[src/rtl/ps2_player_input.sv]
// PS/2 keyboard receiver that decodes W/S and extended Up/Down make/break codes
// into 2-bit paddle commands for players 1 and 2.
module ps2_player_input #(
    parameter logic [31:0] TIMEOUT = 32'd60000
) (
    input  logic       clk,
    input  logic       b_rst,
    input  logic       ps2_clk,
    input  logic       ps2_data,
    output logic [1:0] p1,
    output logic [1:0] p2,
    output logic [7:0] code,
    output logic       code_valid,
    output logic       frame_err
);

    localparam int unsigned CNT_W = 32;
    localparam int unsigned BIT_W = 3;

    localparam logic [1:0] S_IDLE   = 2'd0;
    localparam logic [1:0] S_DATA   = 2'd1;
    localparam logic [1:0] S_PARITY = 2'd2;
    localparam logic [1:0] S_STOP   = 2'd3;

    localparam logic [7:0] K_EXT = 8'hE0;
    localparam logic [7:0] K_BRK = 8'hF0;
    localparam logic [7:0] K_W   = 8'h1D;
    localparam logic [7:0] K_S   = 8'h1B;
    localparam logic [7:0] K_UP  = 8'h75;
    localparam logic [7:0] K_DN  = 8'h72;

    logic             clk_s1, clk_s2, clk_s3;
    logic             dat_s1, dat_s2;
    logic             fall;

    logic [1:0]       state, state_nxt;
    logic [BIT_W-1:0] bit_cnt, bit_cnt_nxt;
    logic [7:0]       shift_q, shift_nxt;
    logic             par_q, par_nxt;
    logic [CNT_W-1:0] idle_cnt, idle_cnt_nxt;
    logic             timeout_c;
    logic             good_c;
    logic             err_c;

    logic             ext, brk;
    logic             p1_up, p1_dn, p2_up, p2_dn;

    // Two-flop synchronisers; line idles high so reset to 1 avoids a false edge
    always_ff @(posedge clk or negedge b_rst) begin
        if (!b_rst) begin
            clk_s1 <= 1'b1;
            clk_s2 <= 1'b1;
            clk_s3 <= 1'b1;
            dat_s1 <= 1'b1;
            dat_s2 <= 1'b1;
        end else begin
            clk_s1 <= ps2_clk;
            clk_s2 <= clk_s1;
            clk_s3 <= clk_s2;
            dat_s1 <= ps2_data;
            dat_s2 <= dat_s1;
        end
    end

    assign fall = clk_s3 & ~clk_s2;

    // Frame FSM state register
    always_ff @(posedge clk or negedge b_rst) begin
        if (!b_rst) begin
            state    <= S_IDLE;
            bit_cnt  <= '0;
            shift_q  <= '0;
            par_q    <= 1'b0;
            idle_cnt <= '0;
        end else begin
            state    <= state_nxt;
            bit_cnt  <= bit_cnt_nxt;
            shift_q  <= shift_nxt;
            par_q    <= par_nxt;
            idle_cnt <= idle_cnt_nxt;
        end
    end

    // Next-state logic; a timeout overrides a coincident edge
    always_comb begin
        state_nxt   = state;
        bit_cnt_nxt = bit_cnt;
        shift_nxt   = shift_q;
        par_nxt     = par_q;
        good_c      = 1'b0;
        err_c       = 1'b0;
        timeout_c   = (state != S_IDLE) && (idle_cnt == TIMEOUT);

        if (timeout_c) begin
            state_nxt = S_IDLE;
            err_c     = 1'b1;
        end else if (fall) begin
            case (state)
                S_IDLE: begin
                    if (!dat_s2) begin
                        state_nxt   = S_DATA;
                        bit_cnt_nxt = '0;
                    end
                end
                S_DATA: begin
                    shift_nxt   = {dat_s2, shift_q[7:1]};
                    bit_cnt_nxt = BIT_W'(bit_cnt + BIT_W'(1));
                    if (bit_cnt == BIT_W'(7)) state_nxt = S_PARITY;
                end
                S_PARITY: begin
                    par_nxt   = dat_s2;
                    state_nxt = S_STOP;
                end
                default: begin
                    if (dat_s2 && (^{shift_q, par_q})) good_c = 1'b1;
                    else                                err_c  = 1'b1;
                    state_nxt = S_IDLE;
                end
            endcase
        end

        if ((state == S_IDLE) || fall || timeout_c) idle_cnt_nxt = '0;
        else                                         idle_cnt_nxt = CNT_W'(idle_cnt + CNT_W'(1));
    end

    // Registered byte output and strobes
    always_ff @(posedge clk or negedge b_rst) begin
        if (!b_rst) begin
            code       <= 8'h00;
            code_valid <= 1'b0;
            frame_err  <= 1'b0;
        end else begin
            code_valid <= good_c;
            frame_err  <= err_c;
            if (good_c) code <= shift_q;
        end
    end

    // Make/break decoder; prefixes are dropped on any framing error
    always_ff @(posedge clk or negedge b_rst) begin
        if (!b_rst) begin
            ext   <= 1'b0;
            brk   <= 1'b0;
            p1_up <= 1'b0;
            p1_dn <= 1'b0;
            p2_up <= 1'b0;
            p2_dn <= 1'b0;
        end else if (frame_err) begin
            ext <= 1'b0;
            brk <= 1'b0;
        end else if (code_valid) begin
            if (code == K_EXT) begin
                ext <= 1'b1;
            end else if (code == K_BRK) begin
                brk <= 1'b1;
            end else begin
                ext <= 1'b0;
                brk <= 1'b0;
                if (!ext && code == K_W)  p1_up <= !brk;
                if (!ext && code == K_S)  p1_dn <= !brk;
                if (ext  && code == K_UP) p2_up <= !brk;
                if (ext  && code == K_DN) p2_dn <= !brk;
            end
        end
    end

    assign p1 = {p1_up, p1_dn};
    assign p2 = {p2_up, p2_dn};

endmodule

[config.mk]
export PLATFORM = sky130hd
export DESIGN_NAME = ps2_player_input
export DESIGN_NICKNAME = d
export VERILOG_FILES = /design/src/rtl/ps2_player_input.sv
export SDC_FILE = /design/constraint.sdc
export NUM_CORES = 1
export LEC_CHECK = 0
export CAP_MARGIN = 30
export CORE_ASPECT_RATIO = 1.4
export CORE_MARGIN = 3
export CORE_UTILIZATION = 55
export CTS_BUF_LIST = sky130_fd_sc_hd__clkbuf_8
export CTS_CLUSTER_DIAMETER = 50
export DETAILED_ROUTE_END_ITERATION = 6
export PLACE_DENSITY = 0.84
export RECOVER_POWER = 50
export SETUP_SLACK_MARGIN = 0.1
export SYNTH_ARGS = -nofsm -noshare
export SYNTH_HDL_FRONTEND = slang
export SYNTH_SLANG_ARGS = --single-unit
export TNS_END_PERCENT = 5
[constraint.sdc]
create_clock -name clk -period 7.3 [get_ports clk]
set_clock_uncertainty 0.05 [all_clocks]
set_input_delay 1.46 -clock clk [delete_from_list [all_inputs] [get_ports clk]]
set_output_delay 1.46 -clock clk [all_outputs]
set_load 0.05 [all_outputs]
After elaboration in Yosys (flattened, before gate mapping)
Cells that the tools add are included.
{"block": "word_totals", "regBits": 67, "output_inout_bits": 14, "elab_cells": 93}
{"block": "classes", "add_sub_neg": 2, "eq_ne": 15, "mux": 24, "bitwise": 6, "n_reduce_logical": 27}
{"operator": "$add A32 B1 Y32 const B", "n": 1}
{"operator": "$eq A32 B16 Y1 const B", "n": 1}
{"operator": "$mux W32", "n": 1}
{"operator": "$reduce_and A5 Y1", "n": 4}
{"operator": "$eq A8 B5 Y1 const B", "n": 2}
{"operator": "$eq A8 B7 Y1 const B", "n": 2}
{"operator": "$eq A8 B8 Y1 const B", "n": 2}
{"operator": "$mux W1", "n": 16}
{"operator": "$ne A3 B3 Y1 const B", "n": 3}
{"operator": "$reduce_and A3 Y1", "n": 3}
{"operator": "$reduce_xor A9 Y1", "n": 1}
{"operator": "$mux W2", "n": 4}
{"operator": "$reduce_bool A2 Y1", "n": 4}
{"operator": "$logic_and A1 B1 Y1", "n": 6}
{"operator": "$pmux W2 S3", "n": 1}
{"operator": "$pmux W3 S2", "n": 1}
{"operator": "$not A1 Y1", "n": 5}
{"operator": "$ne A2 B2 Y1 const B", "n": 2}
{"operator": "$reduce_and A2 Y1", "n": 2}
{"operator": "$reduce_and A4 Y1", "n": 1}
{"operator": "$add A3 B1 Y3 const B", "n": 1}
{"operator": "$eq A3 B3 Y1 const B", "n": 1}
{"operator": "$mux W3", "n": 1}
{"operator": "$reduce_or A3 Y1", "n": 1}
{"operator": "6 further kinds", "n": 8}

Longest topological paths before layout
Gate-level depths: netlist of run 1.
{"block": "logic_depth", "depth_word": 6, "mapped_depth": 9, "mapped_depth_nobuf": 7}

Worst setup path before layout of run 1
Ideal clock, no wire load.
{"block": "synth_path", "path_kind": "register to register", "start": "register state[0]", "end": "register shift_q[1]", "setup_time_ns": 0.125, "arrival_ns": 2.263, "path_slack_ns": 4.863, "path_stages_with_launch": 10, "path_buffers": 2, "period_less_slack_ns": 2.437, "path_cell_list": "dfrtp_1 > inv_1 > ha_1 > nor4b_1 > nand4_1 > or4_1 > buf_2 > nand3_2 > buf_6 > mux2_2"}
{"block": "synth_via", "elab_chain_cells": 4, "word_cells_on_any_way": 5}
{"item": "start, declared", "line_no": "36", "source": "logic [1:0] state, state_nxt;"}
{"item": "start signal, assigned", "line_no": "76", "source": "state <= state_nxt;"}
{"item": "$reduce_bool A2 Y1", "line_no": "92", "source": "timeout_c = (state != S_IDLE) && (idle_cnt == TIMEOUT);"}
{"item": "$logic_and A1 B1 Y1", "line_no": "92"}
{"item": "$not A1 Y1 (no line)"}
{"item": "$reduce_and A3 Y1 (no line) *"}
{"item": "end signal, assigned", "line_no": "78", "source": "shift_q <= shift_nxt;"}
{"item": "end, declared", "line_no": "38", "source": "logic [7:0] shift_q, shift_nxt;"}
Every way passes the cells marked *; elsewhere a longest branch is shown, timed or not.
A chain may end at the register's enable or synchronous reset.

==> flow_summary.toml, run 1 <==
[outcome]
status = "finished with violations"
violations = "capacitance limit, slew limit"

[place]
port_buffers = 17
hpwlAfterDp_um = 4110
gp_congestion = 0.876
post-place-ws_ps = 4150
dp.cells = 379

[floorplan]
pin_count = 18
die_w_um = 71.6
die_area_um2 = 7000
initial_core_util = 0.583
rows = 32
core_area_um2 = 5690
die-height_um = 97.8

[cts]
cts_buffers = 9
ctsRootBufferMaster = "clkbuf_8"
clock_latency_ps = 340
cts_resized = 0
cts_tree = "yes"
path_clk_slew_ps = 60
hold_buffers = 0
post_cts_buffers = 0
htree_levels = 3
clockBufferDepth = 2
clock_sinks = 67

[yosys]
netlist_area_um2 = 3310
synth_area_leader_cell = "dfrtp_1"
ys_types = 43
syn_nets = 319
yosys_warnings = 0
post-synth-top-count-cell = "dfrtp_1"
synthArstFlopShare = 1.00
ys_seq_elements = 67
ys_top_cells_by_count = "62 x dfrtp_1, 38 x nor2_1, 23 x nand2_1, 21 x xnor2_1"
synth_edf_count = 0
synth_ff_type = "dfrtp_1"
synth_top_cells_by_area = "dfrtp_1 47%, xnor2_1 5.6%, nor2_1 4.3%"
seq_area_frac_synth = 0.508
synth_top_area_frac = 0.468
syn_avg_cell_area_um2 = 10.8
syn_inst = 307

[sta]
rsz0062_at_grt = "no"
relSlewSlack = -1.27
worst_pin_slew_ps = 3410
setup_violations = 0
period_minus_slack_ps = 4340
final_hold_viol_count = 0
finalCritPeriodShare = 0.595
fmax_mhz = 230
slew_violations = 68
tns_ps = 0
worst_slack_ps = 2960

[critical_path]
worst_ep_arrival_time_ps = 3970
reg2reg_from = "state[0]$_DFFE_PN0P_"
worst_r2r_endpoint = "idle_cnt[18]$_DFF_PN0_"
crit_path_end_kind = "asynchronous set/reset pin"
crit_slowest_cell = "clkbuf_1"
cp-start-kind = "input pin"
crit_path_cell_trace = "buf_2 > clkbuf_1"
setup.worst_path.class = "in -> async"
rr_worst_depth = 7
ff2ff_setup_slack_ps = 4150
path_delay_family = "buffers and inverters"
cp_max_fo = 67
crit_required_ps = 6930
path_depth = 2
cp_num_buf_inv = 2
slowest_delay_ps = 2380

[run]
drv_cap = 1

[layout]
diodes = 0
syn_to_final_growth_pct = 10.4
regArea_um2 = 1680
final_cell_count_no_fill = 394
fin_nets = 334
fillerInstances = 443
post-route-util = 0.643
multi_input_area_um2 = 1500
drive_above_1_share = 0.123

[power_and_ir_drop]
p_clk_frac = 0.254
p_per_area_nw_per_um2 = 295
peakVddDrop_uv = 180
p_int_uw = 720
pwr-share-comb = 0.296
sw_frac_of_total = 0.333
p_leak_uw = 0.00159
power_frac_seq = 0.450
p_sw_uw = 360

[routing]
routed_wl_um = 5970
firstDrtPassIters = 4
dr_total_vias = 2268
wire_per_inst_um = 15.2
final_antenna_net_count = 0
remaining_drc_errors = 0
viasPerCell = 5.76
first_iter_violations = 138

[hold_path]
holdCritStartpoint = "dat_s1$_DFF_PN1_"
min-delay-path-class = "reg -> reg"
hold_path_end = "dat_s2$_DFF_PN1_"
whs_path_depth = 0

[global_routing]
grt_max_degree = 68
grt_util_all_layers = 0.189
grt_overflow_total = 0
antenna_found_initial = 0
grt_pass1_wl_um = 10300
grt_pass1_vias = 2279
final cells by class:
class                   count  share of cell area
inverters                  10              0.0103
clock buffers              12              0.0452
multi-input cells         216               0.411
repair buffers             18              0.0462
flip-flops and latches     67               0.460
well taps                  68              0.0233
clock inverters             3             0.00376
placed cells by master, fill, tap and decap left out, types with 3 or more instances in the layout:
cell,instances
a21oi_1,3
and3_1,6
clkbuf_8,12
clkdlybuf4s50_1,14
dfrtp_1,62
dfstp_2,4
ha_1,8
inv_1,11
mux2_2,9
mux2_4,8
nand2_1,23
nand2b_1,4
nand3_1,13
nand4_1,9
nor2_1,38
nor3_1,4
nor4_1,13
o21ai_0,8
o2bb2ai_1,3
o31ai_1,3
or4_1,3
or4b_2,3
xnor2_1,21
xor2_1,13
worst max-delay path by stage:
| stage | start | end | slack (ps) |
|---|---|---|---|
| after floorplan | state[0]$_DFFE_PN0P_ | shift_q[1]$_DFFE_PN0P_ | 4860 |
| after global placement | state[0]$_DFFE_PN0P_ | idle_cnt[14]$_DFF_PN0_ | 4410 |
| after detailed placement | state[0]$_DFFE_PN0P_ | idle_cnt[26]$_DFF_PN0_ | 4150 |
| after CTS | state[0]$_DFFE_PN0P_ | idle_cnt[18]$_DFF_PN0_ | 4150 |
| after global routing | b_rst | idle_cnt[18]$_DFF_PN0_ | 2260 |
| final | b_rst | bit_cnt[2]$_DFFE_PN0P_ | 2960 |
per-stage QoR:
stage                     total power, uW  instance area (um^2)  hold slack, ps
after detailed placement              809                  3480             297
after CTS                            1090                  3660             307
final                                1080                  3660             306
after global placement                795                  3480             295
after floorplan                       731                  3310             295
after global routing                 1150                  3660             311
metal layers:
metal / GRT usage / wire length, um / up-vias
met5: 0 / 0 / -
met3: 0.0577 / 216 / 14
met4: 0.0955 / 139 / 0
met2: 0.314 / 3100 / 40
li1: - / - / 1097
met1: 0.217 / 2510 / 1117
state kept, by name (all words and copies together) (netlist names), 2 cells and up:
signal    count
code          8
shift_q       8
bit_cnt       3
idle_cnt     32
state         2
power by group through the flow:
stage | clock [uW] | combinational [uW] | sequential (uW)
after global routing | 297 | 354 | 494
final | 274 | 320 | 486
after detailed placement | 0 | 318 | 491
after CTS | 282 | 325 | 485
after floorplan | 0 | 215 | 516
after global placement | 0 | 307 | 488
cells by family after synthesis:
group / share of synthesized area
buffers and inverters: 0.0378
AOI/OAI and AO/OA: 0.0416
and+or+nand+nor: 0.213
muxes: 0.0729
adders and majority gates: 0.0302
xor gates and xnor gates: 0.0967
DFF: 0.508
No activity file was read; power rests on OpenSTA's default activity.
==> run 2, diff against run 1 <==
==> constraint.sdc (replaced) <==
create_clock -name clk -period 4.4 [get_ports clk]
set_clock_uncertainty 0.05 [all_clocks]
set_input_delay 0.88 -clock clk [delete_from_list [all_inputs] [get_ports clk]]
set_output_delay 0.88 -clock clk [all_outputs]
set_load 0.05 [all_outputs]
==> flow_summary.toml, run 2 (synthesis results as in run 1) <==
[global_routing]
grt_max_degree = 44
grt_util_all_layers = 0.191
grt_pass1_vias = 2351
grt_pass1_wl_um = 10500
antenna_found_initial = 0
grt_overflow_total = 0

[cts]
cts_resized = 0
ctsRootBufferMaster = "clkbuf_8"
path_clk_slew_ps = 70
hold_buffers = 0
clockBufferDepth = 2
clock_latency_ps = 350
post_cts_buffers = 0
cts_buffers = 9
htree_levels = 3
cts_tree = "yes"
clock_sinks = 67

[place]
gp_congestion = 0.852
post-place-ws_ps = 1340
port_buffers = 17
hpwlAfterDp_um = 4290
placed_cell_area_um2 = 3480

[outcome]
status = "finished with violations"
violations = "capacitance limit, slew limit"

[sta]
period_minus_slack_ps = 3020
setup_violations = 0
fmax_mhz = 331
final_hold_viol_count = 0
worst_slack_ps = 1380
relSlewSlack = -0.460
finalCritPeriodShare = 0.686
rsz0062_at_grt = "no"
worst_pin_slew_ps = 2190
tns_ps = 0
hold_ws_ps = 306
slew_violations = 44

[layout]
syn_to_final_growth_pct = 11.5
top_register = "idle_cnt"
diodes = 0
drive_above_1_share = 0.128
largest_reg_flops = 32
fillerInstances = 443
reg.largest.list = "idle_cnt x32, code x8, shift_q x8"
fin_nets = 335
fin_area_um2 = 3690
final_cell_mix = "62 x dfrtp_1, 38 x nor2_1, 23 x nand2_1, 21 x xnor2_1, 14 x clkdlybuf4s50_1"
layout_commonest_cell = "dfrtp_1"

[critical_path]
cp_max_fo = 30
worst_ep_arrival_time_ps = 3160
cp_num_buf_inv = 1
slowest_delay_ps = 760
crit_path_cell_trace = "inv_1 > ha_1 > nor4b_1 > nand4_1 > or4_1 > nand2_1 > nor2_1"
path_delay_family = "simple AND/OR/NAND/NOR gates"
setup.worst_path.class = "reg -> reg"
crit_slowest_cell = "nand2_1"
crit_required_ps = 4540
cp-start-kind = "register"
crit_path_end_kind = "register"

[power_and_ir_drop]
p_per_area_nw_per_um2 = 507
p_int_uw = 1260
p_leak_uw = 0.00161
p_clk_frac = 0.289
p_total_uw = 1870
power_frac_seq = 0.430
pwr-share-comb = 0.281
sw_frac_of_total = 0.325
peakVddDrop_uv = 278
p_sw_uw = 608

[floorplan]
pin_count = 18
rows = 32
initial_core_util = 0.583
die_w_um = 71.6
die_area_um2 = 7000
core_area_um2 = 5690
die-height_um = 97.8

[routing]
first_iter_violations = 149
routed_wl_um = 6070
viasPerCell = 5.87
remaining_drc_errors = 0
final_antenna_net_count = 0
firstDrtPassIters = 4
dr_total_vias = 2325
wire_per_inst_um = 15.3

[run]
drv_cap = 1

[hold_path]
min-delay-path-class = "reg -> reg"
run 2: cell type report:
cell class | instances | area (um^2) | share of cell area
clock buffers | 9 | 124 | 0.0335
clock inverters | 7 | 83.8 | 0.0227
inverters | 10 | 37.5 | 0.0102
multi-input cells | 216 | 1500 | 0.407
flip-flops and latches | 67 | 1680 | 0.456
well taps | 68 | 85.1 | 0.0230
repair buffers | 19 | 176 | 0.0478
run 2: path summary, 6_finish.rpt:
| kind | slack [ps] | cells after the start | endpoint | startpoint |
|---|---|---|---|---|
| setup reg to reg | 1380 | 7 | idle_cnt[27]$_DFF_PN0_ | state[0]$_DFFE_PN0P_ |
| hold / removal | 310 | 0 | dat_s2$_DFF_PN1_ | dat_s1$_DFF_PN1_ |
| min in group asynchronous | 1210 | 2 | p1_up$_DFFE_PN0P_ | b_rst |
| setup / recovery | 1380 | 7 | idle_cnt[27]$_DFF_PN0_ | state[0]$_DFFE_PN0P_ |
| hold reg to reg | 310 | 0 | dat_s2$_DFF_PN1_ | dat_s1$_DFF_PN1_ |
| max in group asynchronous | 1790 | 3 | idle_cnt[1]$_DFF_PN0_ | b_rst |
run 2: power groups by stage:
stage / logic, uW / registers (uW) / clock network, uW
final: 527 / 805 / 540
after global routing: 580 / 821 / 574
after CTS: 535 / 806 / 550
after detailed placement: 530 / 816 / 0
after global placement: 513 / 810 / 0
after floorplan: 357 / 856 / 0
run 2: per-stage QoR:
| step | cells | utilization |
|---|---|---|
| 2_1_floorplan | 307 | - |
| 3_3_place_gp | 379 | 0.612 |
| 3_5_place_dp | 379 | 0.612 |
| 4_1_cts | 395 | 0.649 |
| 5_1_grt | 396 | 0.650 |
| 6_report | 396 | 0.650 |
run 2: layer usage:
layer	up-vias	track usage	wire (um)	part of all wire
met5	-	0	0	0
met2	56	0.317	3210	0.53
li1	1101	-	-	-
met4	0	0.101	191	0.031
met1	1149	0.226	2450	0.40
met3	19	0.0443	228	0.038
